--- src/rtl/rv_fetch_pkg.sv ---
// Shared fetch types and constants for the RISC-V front end.
package rv_fetch_pkg;

    localparam logic [31:0] RESET_PC_DEFAULT = 32'h0000_0000;
    localparam logic [31:0] NOP_INSTR        = 32'h0000_0013;

    typedef struct packed {
        logic [31:0] pc;
        logic [31:0] instr;
    } fetch_entry_t;

endpackage

--- src/rtl/fetch_fifo.sv ---
// Small synchronous FIFO of fetched {pc, instr} entries with flush.
// The head is read straight out of the storage registers, so there is no path from pop to the outputs.
module fetch_fifo
    import rv_fetch_pkg::*;
#(
    parameter int DEPTH = 2,
    localparam int PW   = $clog2(DEPTH),
    localparam int CW   = PW + 1
) (
    input  logic          i_clk,
    input  logic          i_rst_n,
    input  logic          i_flush,
    input  logic          i_push,
    input  logic          i_pop,
    input  fetch_entry_t  i_wdata,
    output fetch_entry_t  o_head,
    output logic          o_valid,
    output logic          o_full,
    output logic [CW-1:0] o_count
);

    fetch_entry_t  r_mem [DEPTH];
    logic [PW-1:0] r_wr_ptr;
    logic [PW-1:0] r_rd_ptr;
    logic [CW-1:0] r_count;

    always_ff @(posedge i_clk or negedge i_rst_n) begin
        if (!i_rst_n) begin
            for (int i = 0; i < DEPTH; i++) begin
                r_mem[i] <= '0;
            end
            r_wr_ptr <= '0;
            r_rd_ptr <= '0;
            r_count  <= '0;
        end else if (i_flush) begin
            // Storage keeps stale data; only the pointers and count are cleared.
            r_wr_ptr <= '0;
            r_rd_ptr <= '0;
            r_count  <= '0;
        end else begin
            if (i_push) begin
                r_mem[r_wr_ptr] <= i_wdata;
                r_wr_ptr        <= r_wr_ptr + PW'(1);
            end
            if (i_pop) begin
                r_rd_ptr <= r_rd_ptr + PW'(1);
            end
            case ({i_push, i_pop})
                2'b10:   r_count <= r_count + CW'(1);
                2'b01:   r_count <= r_count - CW'(1);
                default: r_count <= r_count;
            endcase
        end
    end

    assign o_head  = r_mem[r_rd_ptr];
    assign o_valid = (r_count != '0);
    assign o_full  = (r_count == CW'(DEPTH));
    assign o_count = r_count;

endmodule

--- src/rtl/instr_fetch_unit.sv ---
// Fetch front end: owns the PC, addresses instruction memory and queues
// returned words for decode. A redirect flushes the queue and restarts fetch.
module instr_fetch_unit
    import rv_fetch_pkg::*;
#(
    parameter logic [31:0] RESET_PC = RESET_PC_DEFAULT,
    parameter int          DEPTH    = 2
) (
    input  logic                     SYS_clk,
    input  logic                     SYS_reset_n,
    output logic [31:0]              imem_addr,
    input  logic [31:0]              imem_instr,
    input  logic                     redirect_valid,
    input  logic [31:0]              redirect_pc,
    output logic                     out_valid,
    input  logic                     out_ready,
    output logic [31:0]              out_pc,
    output logic [31:0]              out_instr,
    output logic [$clog2(DEPTH):0]   fifo_count
);

    logic [31:0]  r_pc;
    logic         w_pop;
    logic         w_push;
    logic         w_full;
    logic [31:0]  w_redirect_target;
    fetch_entry_t w_wentry;
    fetch_entry_t w_head;

    assign w_redirect_target = redirect_pc & ~32'h0000_0003;

    // Redirect takes priority: no push, and the head is not consumed.
    assign w_pop  = out_valid & out_ready & ~redirect_valid;
    assign w_push = ~redirect_valid & (~w_full | w_pop);

    always_ff @(posedge SYS_clk or negedge SYS_reset_n) begin
        if (!SYS_reset_n) begin
            r_pc <= RESET_PC;
        end else if (redirect_valid) begin
            r_pc <= w_redirect_target;
        end else if (w_push) begin
            r_pc <= r_pc + 32'd4;
        end
    end

    assign imem_addr = {2'b00, r_pc[31:2]};
    assign w_wentry  = '{pc: r_pc, instr: imem_instr};

    fetch_fifo #(
        .DEPTH (DEPTH)
    ) u_fifo (
        .i_clk   (SYS_clk),
        .i_rst_n (SYS_reset_n),
        .i_flush (redirect_valid),
        .i_push  (w_push),
        .i_pop   (w_pop),
        .i_wdata (w_wentry),
        .o_head  (w_head),
        .o_valid (out_valid),
        .o_full  (w_full),
        .o_count (fifo_count)
    );

    assign out_pc    = w_head.pc;
    assign out_instr = w_head.instr;

endmodule

--- config.mk ---
export PLATFORM = sky130hd
export DESIGN_NAME = instr_fetch_unit
export DESIGN_NICKNAME = d
export VERILOG_FILES = /design/src/rtl/rv_fetch_pkg.sv /design/src/rtl/fetch_fifo.sv /design/src/rtl/instr_fetch_unit.sv
export SDC_FILE = /design/constraint.sdc
export NUM_CORES = 1
export LEC_CHECK = 0
export BUFFER_PORTS_ARGS = -buffer_cell sky130_fd_sc_hd__buf_2
export CORE_MARGIN = 4
export CORE_UTILIZATION = 35
export CTS_CLUSTER_SIZE = 25
export DETAILED_ROUTE_END_ITERATION = 7
export PLACE_DENSITY = 0.53
export SLEW_MARGIN = 20
export SYNTH_ARGS = -nofsm -noshare
export SYNTH_HDL_FRONTEND = slang
export SYNTH_SLANG_ARGS = --single-unit
--- constraint.sdc ---
create_clock -name SYS_clk -period 4.97 [get_ports SYS_clk]
set_input_delay 0.7455 -clock SYS_clk [delete_from_list [all_inputs] [get_ports SYS_clk]]
set_output_delay 0.7455 -clock SYS_clk [all_outputs]
set_load 0.1 [all_outputs]
==> results.txt <==
Most common cell in the netlist: mux2_2
Number of max-cap violations: 0
Register Area: 3960 sq um
Nets: 825
RR Startpoint: u_fifo.o_count[0]
TritonCTS clock tree: yes
Total negative slack: 0 ps
Setup Fix Bufs, Post-CTS: 0
Critical path type: reg -> out
Crit start category: flop
Crit-path max FO: 33
First-pass GRT wire length: 31500 um
Fin. max-slew vios: 0
Final worst path period share: 67.1%
Via Count: 5464
Initial Util: 35.9%
Syn Inst Count: 608
Tmin final: 3340 ps
Final ANT Viol Nets: 0
R2R cell count: 6
Initial antenna violation count: 3
Top FF cell, synth: dfrtp_1
DP Worst Slack: 1940 ps
Register area share after synthesis: 52.1%
Unrepaired setup endpoints after global routing: no
Layout cells sized above 1: 51.4%
Status: complete, no violations
Post-Route WL: 19700 um
Asr flop ratio synth: 100%
Synthesized area: 7590 sq um
CTS sink cnt: 158
Critical path cell sequence: buf_4, mux2_2, buf_2
Worst Path Required: 4220 ps
Initial DRC count: 282
Synth area leaders: dfrtp_1, mux2_2, nand4_1
R2r setup slk: 2030 ps
Post-detail-place hpwl: 13400 um
Crit path capture type: output pin
Post_cts resized: 0
FILL cells: 2000
CTS root buf: clkbuf_16
H-Tree Depth: 4
EDFF count, synth: 0
Fin worst setup slack: 1630 ps
Final Hold Violating Endpoints: 0
Clock Path Buffers: 2
Max-Slew Margin vs Limit: 24.0%
WP data arrival: 2590 ps
Post-synth top cells: mux2_2, dfrtp_1, nand2_1, clkbuf_1
Synth Register Bits: 158
Core ar.: 21200 sq um
Worst-Margin Slew: 1140 ps
Synth top area share: 52.1%
Hold buffers post-CTS: 0
Gpl congestion: 0.814
Die width: 155 um
Chip height: 155 um
Type of the worst min-delay path: in -> async
Critical path's slowest cell: dfrtp_2
Slowest stage delay, CP: 910 ps
Diode count: 0
PortBufs: 160
Row cnt: 53
Filler-free cell count of the finished design: 1042
Total GRT Usage: 16.6%
First-pass DRT Iterations: 4
Vias in the first global route: 5809
Post-route DRC: 0
Die area: 24100 sq um
Grt total ovfl: 0
Layout Skew: 11.1 ps
Worst-case hold slack: 371 ps
Distinct cell type count after synthesis: 49
CTS Buf Count: 17
IO Pins: 167
WL per Instance: 18.9 um
DR vias/cell: 5.24
Area leader, netlist: dfrtp_1
Area of the multi-input gates: 3390 sq um
Placed cell count: 1010
Fmax: 300 MHz
Mean area per synthesized cell: 12.5 sq um
RR Endpoint: u_fifo.r_mem[24]
YS warnings: 0
Layout area overhead: 21.3%
Final setup viols: 0
Clock Latency Late Sink: 430 ps
Largest net degree at the start of global routing: 87
Clock slew at reported path FFs: 60 ps
## sequential cells by signal, indices dropped and copies added (netlist names)
signal	cells
u_fifo.r_rd_ptr	1
u_fifo.r_mem	124
u_fifo.r_wr_ptr	1
u_fifo.o_count	2
r_pc	30
## worst max-delay path by stage
stage | slack (ps) | startpoint | to | cells past startpoint
2_1_floorplan | 2130 | u_fifo.o_count[0] | r_pc[15] | 8
3_3_place_gp | 2000 | out_ready | u_fifo.r_mem[39] | 6
3_5_place_dp | 1940 | out_ready | u_fifo.r_mem[24] | 6
4_1_cts | 1550 | u_fifo.r_rd_ptr | out_instr[25] | 3
5_1_grt | 1480 | u_fifo.r_rd_ptr | out_instr[8] | 3
6_report | 1630 | u_fifo.r_rd_ptr | out_instr[4] | 3
## cell families after synthesis
logic type,count (synthesis),synth area share (%)
compound gates,62,5.87
xor+xnor,9,1.04
fa+ha+maj,3,0.495
buf+inv,57,3.45
flops,158,52.1
mux,187,27.7
other cells,1,0.0494
simple gates,131,9.27
## metal layers
| layer | part of all wire (%) | GRT usage (%) | vias to the layer above |
|---|---|---|---|
| li1 | - | - | 2518 |
| met1 | 43 | 21.1 | 2765 |
| met2 | 49 | 27.8 | 149 |
| met3 | 6.0 | 4.73 | 26 |
| met4 | 1.4 | 4.88 | 6 |
| met5 | 0.15 | 0 | - |
## worst max-delay path, delay by kind of cell, from the launching register on
family	cells	cell delay (ps)
buf+inv	2	840
flops	1	910
mux	1	400
## metrics by stage
step / area (sq um) / util (%)
floorplan: 7600 / -
global placement: 8610 / 40.7
detailed placement: 8610 / 40.7
CTS: 9200 / 43.5
global route: 9200 / 43.5
finish: 9200 / 43.5
## placed cells by master (no fill, tap or decap), types with 4 or more instances in the layout
master / n
o41ai_1: 7
o21ai_0: 10
xnor2_1: 8
nand4_1: 19
nor2_1: 21
a21oi_1: 4
nor4_1: 5
clkbuf_16: 17
nand2_1: 26
buf_4: 8
or4_1: 5
a22oi_1: 5
nor3_1: 6
o31ai_1: 8
buf_2: 159
nor2b_1: 8
a31oi_1: 9
nand3_1: 21
mux2_2: 186
inv_1: 13
dfrtp_1: 157
conb_1: 4
inv_6: 5
o311ai_0: 6
## layout make-up
type                       instances  share of cell area (%)
clock inverter                    14                    1.69
tap                              275                    3.74
inverter                          13                   0.530
timing repair buffer             168                    9.42
multi-input combinational        396                    36.9
sequential                       158                    43.0
clock buffer                      18                    4.77
Power is left out: the tool's default activity adds up to more than one toggle a clock period on the data nets, which glitch-free logic cannot reach.
